[config.mk]
export PLATFORM = sky130hd
export DESIGN_NAME = mem_port_arbiter_flat
export DESIGN_NICKNAME = d
export VERILOG_FILES = /design/src/rtl/mem_arb_pkg.sv /design/src/rtl/mem_port_arbiter_if.sv /design/src/rtl/arb_sat_counter.sv /design/src/rtl/mem_port_arbiter.sv /design/src/flat_wrapper.sv
export SDC_FILE = /design/constraint.sdc
export NUM_CORES = 1
export LEC_CHECK = 0
export ABC_AREA = 1
export CELL_PAD_IN_SITES_DETAIL_PLACEMENT = 0
export CELL_PAD_IN_SITES_GLOBAL_PLACEMENT = 1
export CORE_UTILIZATION = 31
export CTS_CLUSTER_SIZE = 20
export DETAILED_ROUTE_END_ITERATION = 16
export PLACE_DENSITY = 0.82
export SLEW_MARGIN = 20
export SYNTH_ARGS = -nofsm -noshare
export SYNTH_HDL_FRONTEND = slang
export SYNTH_HIERARCHICAL = 1
export SYNTH_SLANG_ARGS = --single-unit
export TNS_END_PERCENT = 5
[constraint.sdc]
create_clock -name clk -period 2.6 [get_ports clk]
set_input_delay 0.65 -clock clk [delete_from_list [all_inputs] [get_ports clk]]
set_output_delay 0.65 -clock clk [all_outputs]
set_load 0.1 [all_outputs]
[src/rtl/mem_arb_pkg.sv]
// Shared types for the IF/DM memory port arbiter: FSM states, grant ids, bus widths
// and the contention pick rule.
package mem_arb_pkg;

    localparam int ARB_AW = 32;
    localparam int ARB_DW = 32;

    typedef enum logic [1:0] {
        ARB_IDLE   = 2'd0,
        ARB_BUSY_I = 2'd1,
        ARB_BUSY_D = 2'd2,
        ARB_RESP   = 2'd3
    } arb_state_e;

    typedef enum logic {
        GNT_IF = 1'b0,
        GNT_DM = 1'b1
    } arb_gnt_e;

    // DM wins contention unless it was served last, so IF can never starve.
    function automatic arb_gnt_e arb_pick(input logic if_req, input logic dm_req,
                                          input arb_gnt_e last);
        if (dm_req && !(if_req && last == GNT_DM)) return GNT_DM;
        return GNT_IF;
    endfunction

endpackage

[src/rtl/mem_port_arbiter_if.sv]
// Bundle of the IF port, DM port and unified-memory port of the arbiter.
// slave = arbiter view, master = requesters plus memory.
interface mem_port_arbiter_if
    import mem_arb_pkg::*;
#(
    parameter int AW = ARB_AW,
    parameter int DW = ARB_DW
);
    logic          if_req;
    logic [AW-1:0] if_addr;
    logic [DW-1:0] if_rdata;
    logic          if_ack;

    logic          dm_req;
    logic          dm_we;
    logic [AW-1:0] dm_addr;
    logic [DW-1:0] dm_wdata;
    logic [DW-1:0] dm_rdata;
    logic          dm_ack;

    logic          mem_req;
    logic          mem_we;
    logic [AW-1:0] mem_addr;
    logic [DW-1:0] mem_wdata;
    logic [DW-1:0] mem_rdata;
    logic          mem_ready;

    modport slave (
        input  if_req, if_addr, dm_req, dm_we, dm_addr, dm_wdata, mem_rdata, mem_ready,
        output if_rdata, if_ack, dm_rdata, dm_ack, mem_req, mem_we, mem_addr, mem_wdata
    );

    modport master (
        output if_req, if_addr, dm_req, dm_we, dm_addr, dm_wdata, mem_rdata, mem_ready,
        input  if_rdata, if_ack, dm_rdata, dm_ack, mem_req, mem_we, mem_addr, mem_wdata
    );

endinterface

[src/rtl/arb_sat_counter.sv]
// Saturating event counter with synchronous clear (clear wins over increment).
module arb_sat_counter #(
    parameter int W = 32
) (
    input  logic         clk,
    input  logic         reset,
    input  logic         clr_i,
    input  logic         inc_i,
    output logic [W-1:0] cnt_o
);
    logic [W-1:0] cnt_q, cnt_d;

    always_comb begin
        cnt_d = cnt_q;
        if (clr_i)                        cnt_d = '0;
        else if (inc_i && (cnt_q != '1)) cnt_d = cnt_q + 1'b1;
    end

    always_ff @(posedge clk or negedge reset) begin
        if (!reset) cnt_q <= '0;
        else        cnt_q <= cnt_d;
    end

    assign cnt_o = cnt_q;

endmodule

[src/rtl/mem_port_arbiter.sv]
// Shares one single-port memory between fetch (IF) and data (DM) ports, one access
// at a time. Optional wait-cycle counters are built with MEM_ARB_PERF_CNT_EN.
module mem_port_arbiter
    import mem_arb_pkg::*;
#(
    parameter int AW = ARB_AW,
    parameter int DW = ARB_DW
) (
    input  logic                clk,
    input  logic                reset,
    mem_port_arbiter_if.slave   bus,
    output logic                stall_if,
    output logic                stall_dm
`ifdef MEM_ARB_PERF_CNT_EN
    ,
    input  logic                perf_clr,
    output logic [31:0]         perf_if_wait,
    output logic [31:0]         perf_dm_wait
`endif
);

    arb_state_e    state_q, state_d;
    arb_gnt_e      gnt_q, gnt_d;
    logic          mem_we_q, mem_we_d;
    logic [AW-1:0] mem_addr_q, mem_addr_d;
    logic [DW-1:0] mem_wdata_q, mem_wdata_d;
    logic [DW-1:0] if_rdata_q, if_rdata_d;
    logic [DW-1:0] dm_rdata_q, dm_rdata_d;

    always_ff @(posedge clk or negedge reset) begin
        if (!reset) begin
            state_q     <= ARB_IDLE;
            gnt_q       <= GNT_IF;
            mem_we_q    <= 1'b0;
            mem_addr_q  <= '0;
            mem_wdata_q <= '0;
            if_rdata_q  <= '0;
            dm_rdata_q  <= '0;
        end else begin
            state_q     <= state_d;
            gnt_q       <= gnt_d;
            mem_we_q    <= mem_we_d;
            mem_addr_q  <= mem_addr_d;
            mem_wdata_q <= mem_wdata_d;
            if_rdata_q  <= if_rdata_d;
            dm_rdata_q  <= dm_rdata_d;
        end
    end

    always_comb begin
        state_d     = state_q;
        gnt_d       = gnt_q;
        mem_we_d    = mem_we_q;
        mem_addr_d  = mem_addr_q;
        mem_wdata_d = mem_wdata_q;
        if_rdata_d  = if_rdata_q;
        dm_rdata_d  = dm_rdata_q;
        case (state_q)
            ARB_IDLE: begin
                if (bus.if_req || bus.dm_req) begin
                    gnt_d = arb_pick(bus.if_req, bus.dm_req, gnt_q);
                    if (gnt_d == GNT_DM) begin
                        state_d     = ARB_BUSY_D;
                        mem_we_d    = bus.dm_we;
                        mem_addr_d  = bus.dm_addr;
                        mem_wdata_d = bus.dm_wdata;
                    end else begin
                        state_d    = ARB_BUSY_I;
                        mem_we_d   = 1'b0;
                        mem_addr_d = bus.if_addr;
                    end
                end
            end
            ARB_BUSY_I: begin
                if (bus.mem_ready) begin
                    if_rdata_d = bus.mem_rdata;
                    state_d    = ARB_RESP;
                end
            end
            ARB_BUSY_D: begin
                if (bus.mem_ready) begin
                    if (!mem_we_q) dm_rdata_d = bus.mem_rdata;
                    state_d = ARB_RESP;
                end
            end
            ARB_RESP: state_d = ARB_IDLE;
            default:  state_d = ARB_IDLE;
        endcase
    end

    // Request and acks decode straight from state, so reset clears them at once.
    assign bus.mem_req   = (state_q == ARB_BUSY_I) || (state_q == ARB_BUSY_D);
    assign bus.mem_we    = mem_we_q;
    assign bus.mem_addr  = mem_addr_q;
    assign bus.mem_wdata = mem_wdata_q;
    assign bus.if_ack    = (state_q == ARB_RESP) && (gnt_q == GNT_IF);
    assign bus.dm_ack    = (state_q == ARB_RESP) && (gnt_q == GNT_DM);
    assign bus.if_rdata  = if_rdata_q;
    assign bus.dm_rdata  = dm_rdata_q;

    assign stall_if = bus.if_req & ~bus.if_ack;
    assign stall_dm = bus.dm_req & ~bus.dm_ack;

`ifdef MEM_ARB_PERF_CNT_EN
    arb_sat_counter #(.W(32)) u_perf_if (
        .clk   (clk),
        .reset (reset),
        .clr_i (perf_clr),
        .inc_i (stall_if),
        .cnt_o (perf_if_wait)
    );

    arb_sat_counter #(.W(32)) u_perf_dm (
        .clk   (clk),
        .reset (reset),
        .clr_i (perf_clr),
        .inc_i (stall_dm),
        .cnt_o (perf_dm_wait)
    );
`endif

    // A requester must keep req up while its access is in flight.
    a_if_req_held: assert property (@(posedge clk) disable iff (!reset)
        (state_q == ARB_BUSY_I) |-> bus.if_req);
    a_dm_req_held: assert property (@(posedge clk) disable iff (!reset)
        (state_q == ARB_BUSY_D) |-> bus.dm_req);

endmodule

[src/flat_wrapper.sv]
// flat-port wrapper written by rule: the top's interface ports become plain ports
module mem_port_arbiter_flat import mem_arb_pkg::*;
#(
    parameter int AW = ARB_AW,
    parameter int DW = ARB_DW
)
  (clk, reset, stall_if, stall_dm, bus_if_req, bus_if_addr, bus_dm_req, bus_dm_we, bus_dm_addr, bus_dm_wdata, bus_mem_rdata, bus_mem_ready, bus_if_rdata, bus_if_ack, bus_dm_rdata, bus_dm_ack, bus_mem_req, bus_mem_we, bus_mem_addr, bus_mem_wdata);
  mem_port_arbiter_if #(.AW(AW), .DW(DW)) bus_i ();
  input  logic clk;
  input  logic reset;
  output logic stall_if;
  output logic stall_dm;
  input wire logic [$bits(bus_i.if_req)-1:0] bus_if_req;
  input wire logic [$bits(bus_i.if_addr)-1:0] bus_if_addr;
  input wire logic [$bits(bus_i.dm_req)-1:0] bus_dm_req;
  input wire logic [$bits(bus_i.dm_we)-1:0] bus_dm_we;
  input wire logic [$bits(bus_i.dm_addr)-1:0] bus_dm_addr;
  input wire logic [$bits(bus_i.dm_wdata)-1:0] bus_dm_wdata;
  input wire logic [$bits(bus_i.mem_rdata)-1:0] bus_mem_rdata;
  input wire logic [$bits(bus_i.mem_ready)-1:0] bus_mem_ready;
  output wire logic [$bits(bus_i.if_rdata)-1:0] bus_if_rdata;
  output wire logic [$bits(bus_i.if_ack)-1:0] bus_if_ack;
  output wire logic [$bits(bus_i.dm_rdata)-1:0] bus_dm_rdata;
  output wire logic [$bits(bus_i.dm_ack)-1:0] bus_dm_ack;
  output wire logic [$bits(bus_i.mem_req)-1:0] bus_mem_req;
  output wire logic [$bits(bus_i.mem_we)-1:0] bus_mem_we;
  output wire logic [$bits(bus_i.mem_addr)-1:0] bus_mem_addr;
  output wire logic [$bits(bus_i.mem_wdata)-1:0] bus_mem_wdata;
  assign bus_i.if_req = bus_if_req;
  assign bus_i.if_addr = bus_if_addr;
  assign bus_i.dm_req = bus_dm_req;
  assign bus_i.dm_we = bus_dm_we;
  assign bus_i.dm_addr = bus_dm_addr;
  assign bus_i.dm_wdata = bus_dm_wdata;
  assign bus_i.mem_rdata = bus_mem_rdata;
  assign bus_i.mem_ready = bus_mem_ready;
  assign bus_if_rdata = bus_i.if_rdata;
  assign bus_if_ack = bus_i.if_ack;
  assign bus_dm_rdata = bus_i.dm_rdata;
  assign bus_dm_ack = bus_i.dm_ack;
  assign bus_mem_req = bus_i.mem_req;
  assign bus_mem_we = bus_i.mem_we;
  assign bus_mem_addr = bus_i.mem_addr;
  assign bus_mem_wdata = bus_i.mem_wdata;
  mem_port_arbiter #(.AW(AW), .DW(DW)) u_core (.clk(clk), .reset(reset), .bus(bus_i), .stall_if(stall_if), .stall_dm(stall_dm));
endmodule
==> report_table.html <==
<table>
<tr><th>Metric</th><th>Value</th></tr>
<tr><th colspan="2">Outcome</th></tr>
<tr><td>Outcome</td><td>complete, no violations</td></tr>
<tr><th colspan="2">STA</th></tr>
<tr><td>Number of slew-limit violations in the final report</td><td>0</td></tr>
<tr><td>Share of the clock period used by the worst path</td><td>0.895</td></tr>
<tr><td>Post-layout minimum cycle time</td><td>~2.3 ns</td></tr>
<tr><td>Hold Vio Cnt, Final</td><td>0</td></tr>
<tr><td>Worst rel slew slack</td><td>0.610</td></tr>
<tr><td>Layout Skew</td><td>0.0108 ns</td></tr>
<tr><td>RSZ-0062 raised after global routing</td><td>no</td></tr>
<tr><td>Fmax</td><td>about 430 MHz</td></tr>
<tr><td>Smallest setup slack after layout</td><td>approximately 0.27 ns</td></tr>
<tr><td>Setup violations, final</td><td>0</td></tr>
<tr><td>Measured slew at the worst slew-check pin</td><td>around 0.6 ns</td></tr>
<tr><th colspan="2">Critical path</th></tr>
<tr><td>Nature of the critical path startpoint</td><td>input port</td></tr>
<tr><td>CP Max Fanout</td><td>3</td></tr>
<tr><td>Arrival time reported for the critical path endpoint</td><td>about 1.7 ns</td></tr>
<tr><td>WS Path Type</td><td>input port to output pin</td></tr>
<tr><td>Type of element capturing the critical path</td><td>output pin</td></tr>
<tr><td>Critical path required time</td><td>slightly below 2 ns</td></tr>
<tr><th colspan="2">Logic synthesis</th></tr>
<tr><td>Top cell type's share of synthesized area</td><td>0.580</td></tr>
<tr><td>Number of synthesis warnings</td><td>6</td></tr>
<tr><td>Synth top area cells</td><td>sky130_fd_sc_hd__dfrtp_1 (58%), sky130_fd_sc_hd__nand2_1 (18%), sky130_fd_sc_hd__o21ai_0 (5.7%)</td></tr>
<tr><td>Asr flop ratio synth</td><td>1.00</td></tr>
<tr><td>Post-synth top flop</td><td>sky130_fd_sc_hd__dfrtp_1</td></tr>
<tr><td>Summed instance area of the synthesized netlist</td><td>around 0.0057 mm^2</td></tr>
<tr><td>Mapped Nets</td><td>800</td></tr>
<tr><td>Cells after Synth</td><td>between 600 and 700</td></tr>
<tr><td>Post-synth cell types</td><td>18</td></tr>
<tr><td>Number of flops mapped to enable cells by yosys</td><td>0</td></tr>
<tr><td>Syn Area/Cell</td><td>between 8 and 9 um^2</td></tr>
<tr><td>Dominant cell by count in the synthesized netlist</td><td>sky130_fd_sc_hd__nand2_1</td></tr>
<tr><td>Most area-hungry cell type in the Yosys netlist</td><td>sky130_fd_sc_hd__dfrtp_1</td></tr>
<tr><td>Sequential element share of the synthesized area</td><td>0.580</td></tr>
<tr><td>Total of flip-flops plus latches after synthesis</td><td>132</td></tr>
<tr><td>Most used standard cells in the synthesized netlist</td><td>sky130_fd_sc_hd__nand2_1 (272), sky130_fd_sc_hd__dfrtp_1 (132), sky130_fd_sc_hd__inv_1 (73)</td></tr>
<tr><th colspan="2">Detailed routing</th></tr>
<tr><td>Routed wire per std cell</td><td>about 14 um</td></tr>
<tr><td>Detailed-routing iteration count for the pre-antenna-repair pass</td><td>4</td></tr>
<tr><td>Final Routed Wirelength</td><td>between 15000 and 20000 um</td></tr>
<tr><td>Via total after detailed routing</td><td>around 5000</td></tr>
<tr><td>Residual DRC</td><td>0</td></tr>
<tr><td>Number of antenna-violating nets in the routed design</td><td>0</td></tr>
<tr><td>Post-detailed-route via-to-cell ratio</td><td>roughly 4.3</td></tr>
<tr><td>Iteration-0 DRC Markers</td><td>232</td></tr>
<tr><th colspan="2">Floorplanning</th></tr>
<tr><td>Vertical extent of the die</td><td>138 um</td></tr>
<tr><td>Die Width</td><td>around 140 um</td></tr>
<tr><td>Area inside the core boundary</td><td>~0.018 mm^2</td></tr>
<tr><td>Starting utilization of the core area</td><td>0.317</td></tr>
<tr><td>I/O Pins</td><td>roughly 270</td></tr>
<tr><td>Placement row count</td><td>49</td></tr>
<tr><td>Overall die area</td><td>about 0.019 mm^2</td></tr>
<tr><th colspan="2">Cells and area</th></tr>
<tr><td>Final non-filler cell area</td><td>just under 0.009 mm^2</td></tr>
<tr><td>Fin util</td><td>0.496</td></tr>
<tr><td>Non-Filler Instances</td><td>between 1000 and 1500</td></tr>
<tr><td>Nets@finish</td><td>approximately 1100</td></tr>
<tr><td>Fraction of layout instances using a drive strength above 1</td><td>0.209</td></tr>
<tr><td>Number of filler instances in the final layout</td><td>roughly 1800</td></tr>
<tr><td>Antenna diode count</td><td>0</td></tr>
<tr><td>Area Growth Syn to Fin</td><td>56.5%</td></tr>
<tr><th colspan="2">Clock network</th></tr>
<tr><td>Clock buffer count from CTS</td><td>17</td></tr>
<tr><td>Number of post-CTS setup repair buffers</td><td>0</td></tr>
<tr><td>CTS max path bufs</td><td>2</td></tr>
<tr><td>Number of cells upsized or downsized after cts</td><td>0</td></tr>
<tr><td>CTS tree</td><td>yes</td></tr>
<tr><td>Root buffer cell</td><td>sky130_fd_sc_hd__clkbuf_16</td></tr>
<tr><td>Clock tree sinks</td><td>~130</td></tr>
<tr><td>Worst-path clk slew</td><td>roughly 0.060 ns</td></tr>
<tr><td>Number of buffers added to fix hold violations after cts</td><td>0</td></tr>
<tr><td>Clock insertion delay at the later pin of the skew report</td><td>around 0.42 ns</td></tr>
<tr><td>Number of levels in the clock H-tree</td><td>4</td></tr>
<tr><th colspan="2">Placement</th></tr>
<tr><td>Post-detailed-placement cell area</td><td>0.00836 mm^2</td></tr>
<tr><td>Number of buffers inserted by port buffering</td><td>267</td></tr>
<tr><td>Final weighted congestion of routability-driven global placement</td><td>0.761</td></tr>
<tr><td>Placement-stage worst setup slack</td><td>between 0.2 and 0.3 ns</td></tr>
<tr><td>Half-perimeter wire length after placement</td><td>11600 um</td></tr>
<tr><td>Total instance count after detailed placement</td><td>~1100</td></tr>
<tr><th colspan="2">Global routing</th></tr>
<tr><td>Total gr overflow</td><td>0</td></tr>
<tr><td>Fraction of met3 tracks used by global routing</td><td>0.0578</td></tr>
<tr><td>Number of global-route vias before repair</td><td>4955</td></tr>
<tr><td>Global route hottest layer</td><td>met2</td></tr>
<tr><td>Antenna violations before repair</td><td>0</td></tr>
<tr><td>Largest net degree at the start of global routing</td><td>65</td></tr>
<tr><td>Met1 routing resource usage after global routing</td><td>0.218</td></tr>
<tr><td>Total Routing Usage GR</td><td>0.176</td></tr>
<tr><td>Global Route met2 Usage</td><td>0.285</td></tr>
<tr><td>Global-route wire length before repair</td><td>25400 um</td></tr>
<tr><th colspan="2">Run</th></tr>
<tr><td># Max-Cap Violations</td><td>0</td></tr>
<tr><th colspan="2">Min path</th></tr>
<tr><td>Type of the worst min-delay path</td><td>input port to asynchronous set/reset pin</td></tr>
</table>
[final timing paths]
path	startpoint	end	slack, ns	cells after the start
setup / recovery	bus_if_req	stall_if	0.27	4
hold / removal	reset	u_core/bus.mem_addr[14]	0.21	1
setup reg to reg	u_core/state_q[0]	u_core/bus.dm_rdata[27]	0.99	6
hold reg to reg	u_core/bus.mem_addr[2]	u_core/bus.mem_addr[2]	0.48	2
max in group asynchronous	reset	u_core/bus.mem_wdata[20]	1.70	2
min in group clk	u_core/bus.mem_addr[2]	u_core/bus.mem_addr[2]	0.48	2
[flip-flops by register name, indices dropped and copies added (netlist names)]
register,count
u_core/bus.dm_rdata,32
u_core/bus.if_rdata,32
u_core/bus.mem_addr,32
u_core/state_q,2
u_core/bus.mem_we,1
u_core/bus.mem_wdata,32
u_core/gnt_q,1
[per-layer routing]
layer  vias up  wire (um)
met5         -          0
met4         0        210
met3        17       1490
met2       195       7690
met1      2284       7070
li1       2572          -
[cells by family (layout without fill, tap and decap cells)]
family / count (synthesis) / after routing / synth area share
compound gates: 66 / 66 / 0.0580
buf+inv: 110 / 391 / 0.0870
fa+ha+maj: 5 / 5 / 0.0110
flops: 132 / 132 / 0.580
simple gates: 348 / 348 / 0.264
[per-stage QoR]
step                      hold WS [ns]  setup TNS [ns]
after floorplan                  0.354         -0.0285
after global placement           0.464               0
after detailed placement         0.466               0
after CTS                        0.213               0
after global routing             0.239               0
final                            0.211               0
[layout by cell type (no fill, tap or decap)]
cell	instances
sky130_fd_sc_hd__nand2_2	3
sky130_fd_sc_hd__nor2_2	3
sky130_fd_sc_hd__inv_6	4
sky130_fd_sc_hd__buf_6	1
sky130_fd_sc_hd__buf_12	10
sky130_fd_sc_hd__buf_4	140
sky130_fd_sc_hd__inv_1	73
sky130_fd_sc_hd__clkinv_2	4
sky130_fd_sc_hd__nand3_2	2
sky130_fd_sc_hd__dfrtp_1	132
sky130_fd_sc_hd__clkinvlp_4	2
sky130_fd_sc_hd__nor2_1	1
sky130_fd_sc_hd__nand3b_1	32
sky130_fd_sc_hd__nand3_1	33
sky130_fd_sc_hd__a21oi_1	1
sky130_fd_sc_hd__clkbuf_8	2
sky130_fd_sc_hd__inv_2	3
sky130_fd_sc_hd__nor2_4	2
sky130_fd_sc_hd__clkinv_4	3
sky130_fd_sc_hd__ha_1	5
sky130_fd_sc_hd__or2_2	1
sky130_fd_sc_hd__nand2_1	271
sky130_fd_sc_hd__o21ai_0	65
sky130_fd_sc_hd__clkbuf_16	17
sky130_fd_sc_hd__clkdlybuf4s50_1	132
[critical path, cell delays in order]
cell and delay, ns:
sky130_fd_sc_hd__clkdlybuf4s50_1 0.60, sky130_fd_sc_hd__inv_1 0.08, sky130_fd_sc_hd__nor2_2 0.15, sky130_fd_sc_hd__buf_12 0.19
[area by class of cell]
type	instances	area, um^2	share of cell area
Inverter	76	285	0.0320
Clock buffer	19	453	0.0508
Tap cell	229	287	0.0321
Sequential cell	132	3300	0.371
Multi-Input combinational cell	419	1910	0.214
Clock inverter	13	96.3	0.0108
Timing Repair Buffer	283	2580	0.290
Power is not shown: default switching activity piles up to over one toggle a cycle in this logic, so the estimate is an artifact.
